## config.mk

```make
export PLATFORM = sky130hd
export DESIGN_NAME = multicycle_alu
export DESIGN_NICKNAME = d
export VERILOG_FILES = /design/src/rtl/alu_pkg.sv /design/src/rtl/mdu_iter.sv /design/src/rtl/multicycle_alu.sv
export SDC_FILE = /design/constraint.sdc
export NUM_CORES = 1
export LEC_CHECK = 0
export ABC_CLOCK_PERIOD_IN_PS = 9700
export CAP_MARGIN = 0
export CORE_MARGIN = 10
export CORE_UTILIZATION = 45
export DETAILED_ROUTE_END_ITERATION = 10
export PLACE_DENSITY = 0.6
export SLEW_MARGIN = 20
export SYNTH_ARGS = -nofsm -noshare
export SYNTH_HDL_FRONTEND = slang
export SYNTH_SLANG_ARGS = --single-unit
export TNS_END_PERCENT = 20
```

## constraint.sdc

```tcl
create_clock -name clk -period 9.7 [get_ports clk]
set_clock_uncertainty 0.2 [all_clocks]
set_input_delay 2.91 -clock clk [delete_from_list [all_inputs] [get_ports clk]]
set_output_delay 2.91 -clock clk [all_outputs]
set_load 0.02 [all_outputs]
```

## src/rtl/alu_pkg.sv

```systemverilog
// Shared definitions for the multi-cycle ALU.
// Holds the 4-bit opcode constants and the control FSM state encoding.
// The RTL and the testbench both import this package.
package alu_pkg;

  localparam logic [3:0] OP_AND   = 4'b0000;
  localparam logic [3:0] OP_OR    = 4'b0001;
  localparam logic [3:0] OP_ADD   = 4'b0010;
  localparam logic [3:0] OP_SLL   = 4'b0011;
  localparam logic [3:0] OP_SRL   = 4'b0100;
  localparam logic [3:0] OP_SRA   = 4'b0101;
  localparam logic [3:0] OP_SUB   = 4'b0110;
  localparam logic [3:0] OP_SLT   = 4'b0111;
  localparam logic [3:0] OP_MULTU = 4'b1000;
  localparam logic [3:0] OP_DIVU  = 4'b1001;
  localparam logic [3:0] OP_XOR   = 4'b1010;
  localparam logic [3:0] OP_NOR   = 4'b1100;

  typedef enum logic [1:0] {
    ST_IDLE = 2'd0,
    ST_MUL  = 2'd1,
    ST_DIV  = 2'd2,
    ST_DONE = 2'd3
  } state_e;

endpackage

```

## src/rtl/mdu_iter.sv

```systemverilog
// Iterative unsigned multiply / divide datapath.
// One shared accumulator (acc_q), one shift register (sr_q), the latched
// B operand (op_q) and an iteration counter (cnt_q).
//   multiply: radix-2 shift-add; acc:sr ends as {hi, lo}
//   divide  : restoring; sr ends as quotient, acc as remainder
// Ports:
//   clk, rst_n    clock, async active-low reset (clears the counter)
//   load_i        capture a_i / b_i and restart the counter
//   step_i        perform one iteration this cycle
//   div_i         1 = divide step, 0 = multiply step
//   a_i, b_i      operands A and B
//   last_o        the current step is the final (WIDTH-th) one
//   hi_o, lo_o    value of {acc, sr} after the current step
module mdu_iter #(
  parameter int WIDTH   = 32,
  parameter int SHAMT_W = 5
) (
  input  logic             clk,
  input  logic             rst_n,
  input  logic             load_i,
  input  logic             step_i,
  input  logic             div_i,
  input  logic [WIDTH-1:0] a_i,
  input  logic [WIDTH-1:0] b_i,
  output logic             last_o,
  output logic [WIDTH-1:0] hi_o,
  output logic [WIDTH-1:0] lo_o
);

  logic [WIDTH-1:0]   acc_q, acc_d;
  logic [WIDTH-1:0]   sr_q, sr_d;
  logic [WIDTH-1:0]   op_q;
  logic [SHAMT_W-1:0] cnt_q;
  logic [WIDTH:0]     sum, shl, diff;

  always_comb begin
    acc_d = acc_q;
    sr_d  = sr_q;
    sum   = '0;
    shl   = '0;
    diff  = '0;
    if (div_i) begin
      // Shift the next dividend bit into the partial remainder, then try to
      // subtract the divisor; a set top bit of diff means it went negative.
      shl  = {acc_q, sr_q[WIDTH-1]};
      diff = shl - {1'b0, op_q};
      if (!diff[WIDTH]) begin
        acc_d = diff[WIDTH-1:0];
        sr_d  = {sr_q[WIDTH-2:0], 1'b1};
      end else begin
        acc_d = shl[WIDTH-1:0];
        sr_d  = {sr_q[WIDTH-2:0], 1'b0};
      end
    end else begin
      // Add B when the current multiplier LSB is set, then shift the
      // WIDTH+1-bit sum right into the acc:sr pair.
      sum  = {1'b0, acc_q} + (sr_q[0] ? {1'b0, op_q} : {(WIDTH+1){1'b0}});
      acc_d = sum[WIDTH:1];
      sr_d  = {sum[0], sr_q[WIDTH-1:1]};
    end
  end

  // Data registers need no reset: they are always loaded before use.
  always_ff @(posedge clk) begin
    if (load_i) begin
      acc_q <= '0;
      sr_q  <= a_i;
      op_q  <= b_i;
    end else if (step_i) begin
      acc_q <= acc_d;
      sr_q  <= sr_d;
    end
  end

  always_ff @(posedge clk or negedge rst_n) begin
    if (!rst_n) begin
      cnt_q <= '0;
    end else if (load_i) begin
      cnt_q <= '0;
    end else if (step_i) begin
      cnt_q <= cnt_q + 1'b1;
    end
  end

  assign last_o = (cnt_q == SHAMT_W'(WIDTH - 1));
  assign hi_o   = acc_d;
  assign lo_o   = sr_d;

endmodule

```

## src/rtl/multicycle_alu.sv

```systemverilog
// Multi-cycle ALU: single-cycle logic/arithmetic/shift ops computed inline,
// MULTU and DIVU executed over WIDTH cycles by mdu_iter.
// Ports:
//   clk, rst_n          clock, async active-low reset
//   start               operation request, taken only while ready=1
//   alu_cnt             4-bit opcode (alu_pkg OP_*)
//   input1, input2      operands A and B
//   shamt               shift amount for SLL/SRL/SRA (shifts B)
//   ready               a start is accepted this cycle (IDLE or DONE)
//   valid               one-cycle pulse: result/zero/hi/lo just updated
//   result, zero        ALU result and (result == 0)
//   hi, lo              MULTU product halves / DIVU remainder and quotient
module multicycle_alu
  import alu_pkg::*;
#(
  parameter int WIDTH   = 32,
  parameter int SHAMT_W = 5
) (
  input  logic               clk,
  input  logic               rst_n,
  input  logic               start,
  input  logic [3:0]         alu_cnt,
  input  logic [WIDTH-1:0]   input1,
  input  logic [WIDTH-1:0]   input2,
  input  logic [SHAMT_W-1:0] shamt,
  output logic               ready,
  output logic               valid,
  output logic [WIDTH-1:0]   result,
  output logic               zero,
  output logic [WIDTH-1:0]   hi,
  output logic [WIDTH-1:0]   lo
);

  state_e           state_q, state_d, accept_st;
  logic             accept, is_mul, is_div, div_by_zero;
  logic             mdu_step, mdu_last;
  logic [WIDTH-1:0] mdu_hi, mdu_lo;
  logic [WIDTH-1:0] alu_res;
  logic [WIDTH-1:0] result_q, result_d, hi_q, hi_d, lo_q, lo_d;
  logic             zero_q, zero_d;

  assign accept      = ready && start;
  assign is_mul      = (alu_cnt == OP_MULTU);
  assign is_div      = (alu_cnt == OP_DIVU);
  assign div_by_zero = is_div && (input2 == '0);
  assign mdu_step    = (state_q == ST_MUL) || (state_q == ST_DIV);

  // Single-cycle ALU
  always_comb begin
    alu_res = '0;
    case (alu_cnt)
      OP_AND: alu_res = input1 & input2;
      OP_OR:  alu_res = input1 | input2;
      OP_ADD: alu_res = input1 + input2;
      OP_SLL: alu_res = input2 << shamt;
      OP_SRL: alu_res = input2 >> shamt;
      OP_SRA: alu_res = $signed(input2) >>> shamt;
      OP_SUB: alu_res = input1 - input2;
      OP_SLT: alu_res = {{(WIDTH-1){1'b0}}, ($signed(input1) < $signed(input2))};
      OP_XOR: alu_res = input1 ^ input2;
      OP_NOR: alu_res = ~(input1 | input2);
      default: alu_res = '0;
    endcase
  end

  mdu_iter #(
    .WIDTH  (WIDTH),
    .SHAMT_W(SHAMT_W)
  ) u_mdu (
    .clk   (clk),
    .rst_n (rst_n),
    .load_i(accept && (is_mul || is_div)),
    .step_i(mdu_step),
    .div_i (state_q == ST_DIV),
    .a_i   (input1),
    .b_i   (input2),
    .last_o(mdu_last),
    .hi_o  (mdu_hi),
    .lo_o  (mdu_lo)
  );

  // FSM: state register
  always_ff @(posedge clk or negedge rst_n) begin
    if (!rst_n) state_q <= ST_IDLE;
    else        state_q <= state_d;
  end

  // FSM: next state
  always_comb begin
    if (is_mul)                     accept_st = ST_MUL;
    else if (is_div && !div_by_zero) accept_st = ST_DIV;
    else                            accept_st = ST_DONE;

    state_d = state_q;
    case (state_q)
      ST_IDLE: if (start) state_d = accept_st;
      ST_MUL:  if (mdu_last) state_d = ST_DONE;
      ST_DIV:  if (mdu_last) state_d = ST_DONE;
      ST_DONE: state_d = start ? accept_st : ST_IDLE;
      default: state_d = ST_IDLE;
    endcase
  end

  // FSM: outputs
  always_comb begin
    ready = (state_q == ST_IDLE) || (state_q == ST_DONE);
    valid = (state_q == ST_DONE);
  end

  // Result registers: written on acceptance of a single-cycle op (including
  // DIVU by zero) or on the final MDU step, otherwise held.
  always_comb begin
    result_d = result_q;
    zero_d   = zero_q;
    hi_d     = hi_q;
    lo_d     = lo_q;
    if (accept) begin
      if (div_by_zero) begin
        hi_d     = input1;
        lo_d     = '1;
        result_d = '1;
        zero_d   = 1'b0;
      end else if (!is_mul && !is_div) begin
        result_d = alu_res;
        zero_d   = (alu_res == '0);
      end
    end else if (mdu_step && mdu_last) begin
      hi_d     = mdu_hi;
      lo_d     = mdu_lo;
      result_d = mdu_lo;
      zero_d   = (mdu_lo == '0);
    end
  end

  always_ff @(posedge clk or negedge rst_n) begin
    if (!rst_n) begin
      result_q <= '0;
      zero_q   <= 1'b1;
      hi_q     <= '0;
      lo_q     <= '0;
    end else begin
      result_q <= result_d;
      zero_q   <= zero_d;
      hi_q     <= hi_d;
      lo_q     <= lo_d;
    end
  end

  assign result = result_q;
  assign zero   = zero_q;
  assign hi     = hi_q;
  assign lo     = lo_q;

endmodule

```

==> metrics <==
status finished clean; ys async rst share 52.0%; Static Leak 10.9 nW; setup violators final 0; number of enable flip-flop cells after synthesis 64; DR WL/cell 31.1 um; Seq cells post-synth 200; Worst-path clk slew 80 ps; dpl cell area 25300 sq um; largest net degree at the start of global routing 73; routed vias/inst 6.88; All-Layer GR Usage 35.6%; grt met2 use 54.2%; leading area contributor after synthesis dfrtp_1; final wirelength 113000 um; Die H 247 um; NumNets Final 3188; count of final hold-check violations 0; global-route wire length before repair 162000 um; Synth Net Count 3148; final setup margin 1630 ps; Max Fclk 124 MHz; antenna violations before repair 4; Final HPWL DP 88100 um; Pre-antenna DRT Iters 6; Post-CTS Resized 0; TritonCTS Buffers 17; grt ovf 0; residual DRC count 0; Die X 247 um; Starting Density 45.3%; Iteration-0 DRC Markers 3304; top_reg_cell synth dfrtp_1; setup TNS 0 ps; Worst Min Path Start result[23]; RSZ-0062 raised after global routing no; Hold Crit Class reg -> reg; Pwr Total 6.79 mW; syn_area_per_cell 8.02 sq um; Final Cell Area 25900 sq um; hold buffers post-CTS 0; number of global-route vias before repair 23000; clk buf depth 2; sequential fraction of the synthesis area 22.2%; clk_lat worst skew 500 ps; peak supply drop 0.173 mV; largest cells by area after synthesis dfrtp_1, ha_1, edfxtp_1; GR Util met1 47.9%; CTS sink count 200; layout cell share with drive strength beyond 1 8.54%; minimum clock period 8070 ps; Final Cycle Share 83.2%; Yosys top cell area share 11.1%; core area 51300 sq um; Setup CP Type in -> reg; Distinct cells, synth 122; Pwr Density 262 nW/um^2; Clock Root Buffer clkbuf_16; Via Count 25000; Worst Path Required 9950 ps; Critical Path AT 8320 ps; Core Util, Final 50.5%; H-tree Lvls 4; worst slack, placed 1370 ps; Post-CTS Setup Inserts 0; Post-Syn Area 23300 sq um; instance count of the mapped netlist 2899; Worst Max-Slew Pin Slew 1190 ps; critical path startpoint category input port; FP Rows 83; Critical Path Fanout Max 12; io pins 175; Area Overhead vs Synth 11.4%; Max-Cap Viols 0; RD Place Congestion 1.05; grt peak-use layer met2; reg2reg start u_mdu.sr_q[31]; critical path startpoint input2[17]; Synth Warn # 0; Crit. End Element register; IO Port Bufs 174; Max transition margin 19.4%; post-route ant nets 0; met3 Usage GRT 6.86%; CTS tree done; max-slew violations 0; Die Area 61200 sq um
-- worst paths after layout --
path                                   end  cells past startpoint  slack, ps
worst max-delay path                  zero                     15       1630
worst min-delay path            result[23]                      2        280
worst max register to register        zero                     15       4210
worst min register to register  result[23]                      2        280
max in group asynchronous       result[19]                      2       5900
min in group asynchronous           lo[31]                      1       2200
-- cell type report --
type / count / area, sq um
clock buffers: 17 / 425
diodes: 1 / 2.50
inverters: 164 / 618
fillers: 4937 / 25400
multi-input cells: 2315 / 16400
clock inverters: 15 / 193
flip-flops and latches: 200 / 5170
repair buffers: 241 / 2230
well taps: 680 / 851
-- logic make-up after synthesis --
family | Yosys count | share of synthesized area [%]
buffers and inverters | 384 | 7.45
AOI/OAI and AO/OA | 947 | 27.9
xor gates and xnor gates | 57 | 2.15
adders and majority gates | 173 | 9.43
muxes | 200 | 11.3
DFF | 200 | 22.2
and+or+nand+nor | 938 | 19.6
-- where the power goes --
part	leakage, nW	internal, mW	total, mW	switching (mW)
sequential	2.17	1.26	1.51	0.249
clock	0.298	0.351	0.760	0.409
combinational	8.40	1.62	4.52	2.90
-- Yosys cell counts (14+ instances only) --
library cell and count:
and3_1 18, o31ai_1 23, nand2_1 274, o21a_1 21, a21o_1 55, o211ai_1 44
buf_2 38, clkbuf_1 141, o21ai_0 150, o22ai_1 20, nor4_1 35, a211oi_1 41
nor2_1 254, a31oi_1 32, o221ai_1 23, dfxtp_1 32, ha_1 169, mux2i_1 121
a22oi_1 30, a221oi_1 29, clkbuf_8 14, a22o_1 30, o21ai_1 24, mux4_2 46
xor2_1 30, mux2_2 22, nand2b_1 34, dfrtp_1 103, nand4_1 33, nor2b_1 28
and2_1 47, edfxtp_1 64, xnor2_1 27, nand3_1 65, a21oi_1 242, inv_1 157
nor3_1 61
-- registers in the layout, summed over array words and instances, names as in the netlist --
signal and flops:
u_mdu.op_q 32, lo 32, result 32, u_mdu.cnt_q 5, zero 1, u_mdu.acc_q 32, u_mdu.sr_q 32, state_q 2
hi 32
-- placed cells by master, fill, tap and decap left out, types with 55 or more instances in the layout --
master           count
a21o_1              55
a21oi_1            241
buf_4               71
clkdlybuf4s50_1    169
dfrtp_1            103
edfxtp_1            64
ha_1               168
inv_1              157
mux2i_1            121
nand2_1            273
nand3_1             65
nor2_1             253
nor3_1              61
o21ai_0            150
-- critical path: stages --
cell	delay, ps
clkdlybuf4s50_1	950
inv_1	280
ha_1	520
or4_1	580
nor3_1	310
and3_1	250
o211a_1	240
o21ai_1	120
nor4_1	380
o221ai_1	410
nor3_1	290
nand4_1	230
or4_1	560
nor2_1	130
a211o_1	110
-- metal layers --
| layer | up-vias | share of wire [%] | routed length, um |
|---|---|---|---|
| li1 | 10900 | - | - |
| met1 | 12300 | 41 | 46500 |
| met2 | 1566 | 44 | 49400 |
| met3 | 250 | 9.9 | 11200 |
| met4 | 0 | 5.3 | 5990 |
| met5 | - | 0 | 0 |
-- stage by stage --
stage	hold WS, ps	instances
2_1_floorplan	270	2899
3_3_place_gp	261	3600
3_5_place_dp	258	3600
4_1_cts	277	3632
5_1_grt	298	3632
6_report	276	3633
(Power assumes the default switching activity.)
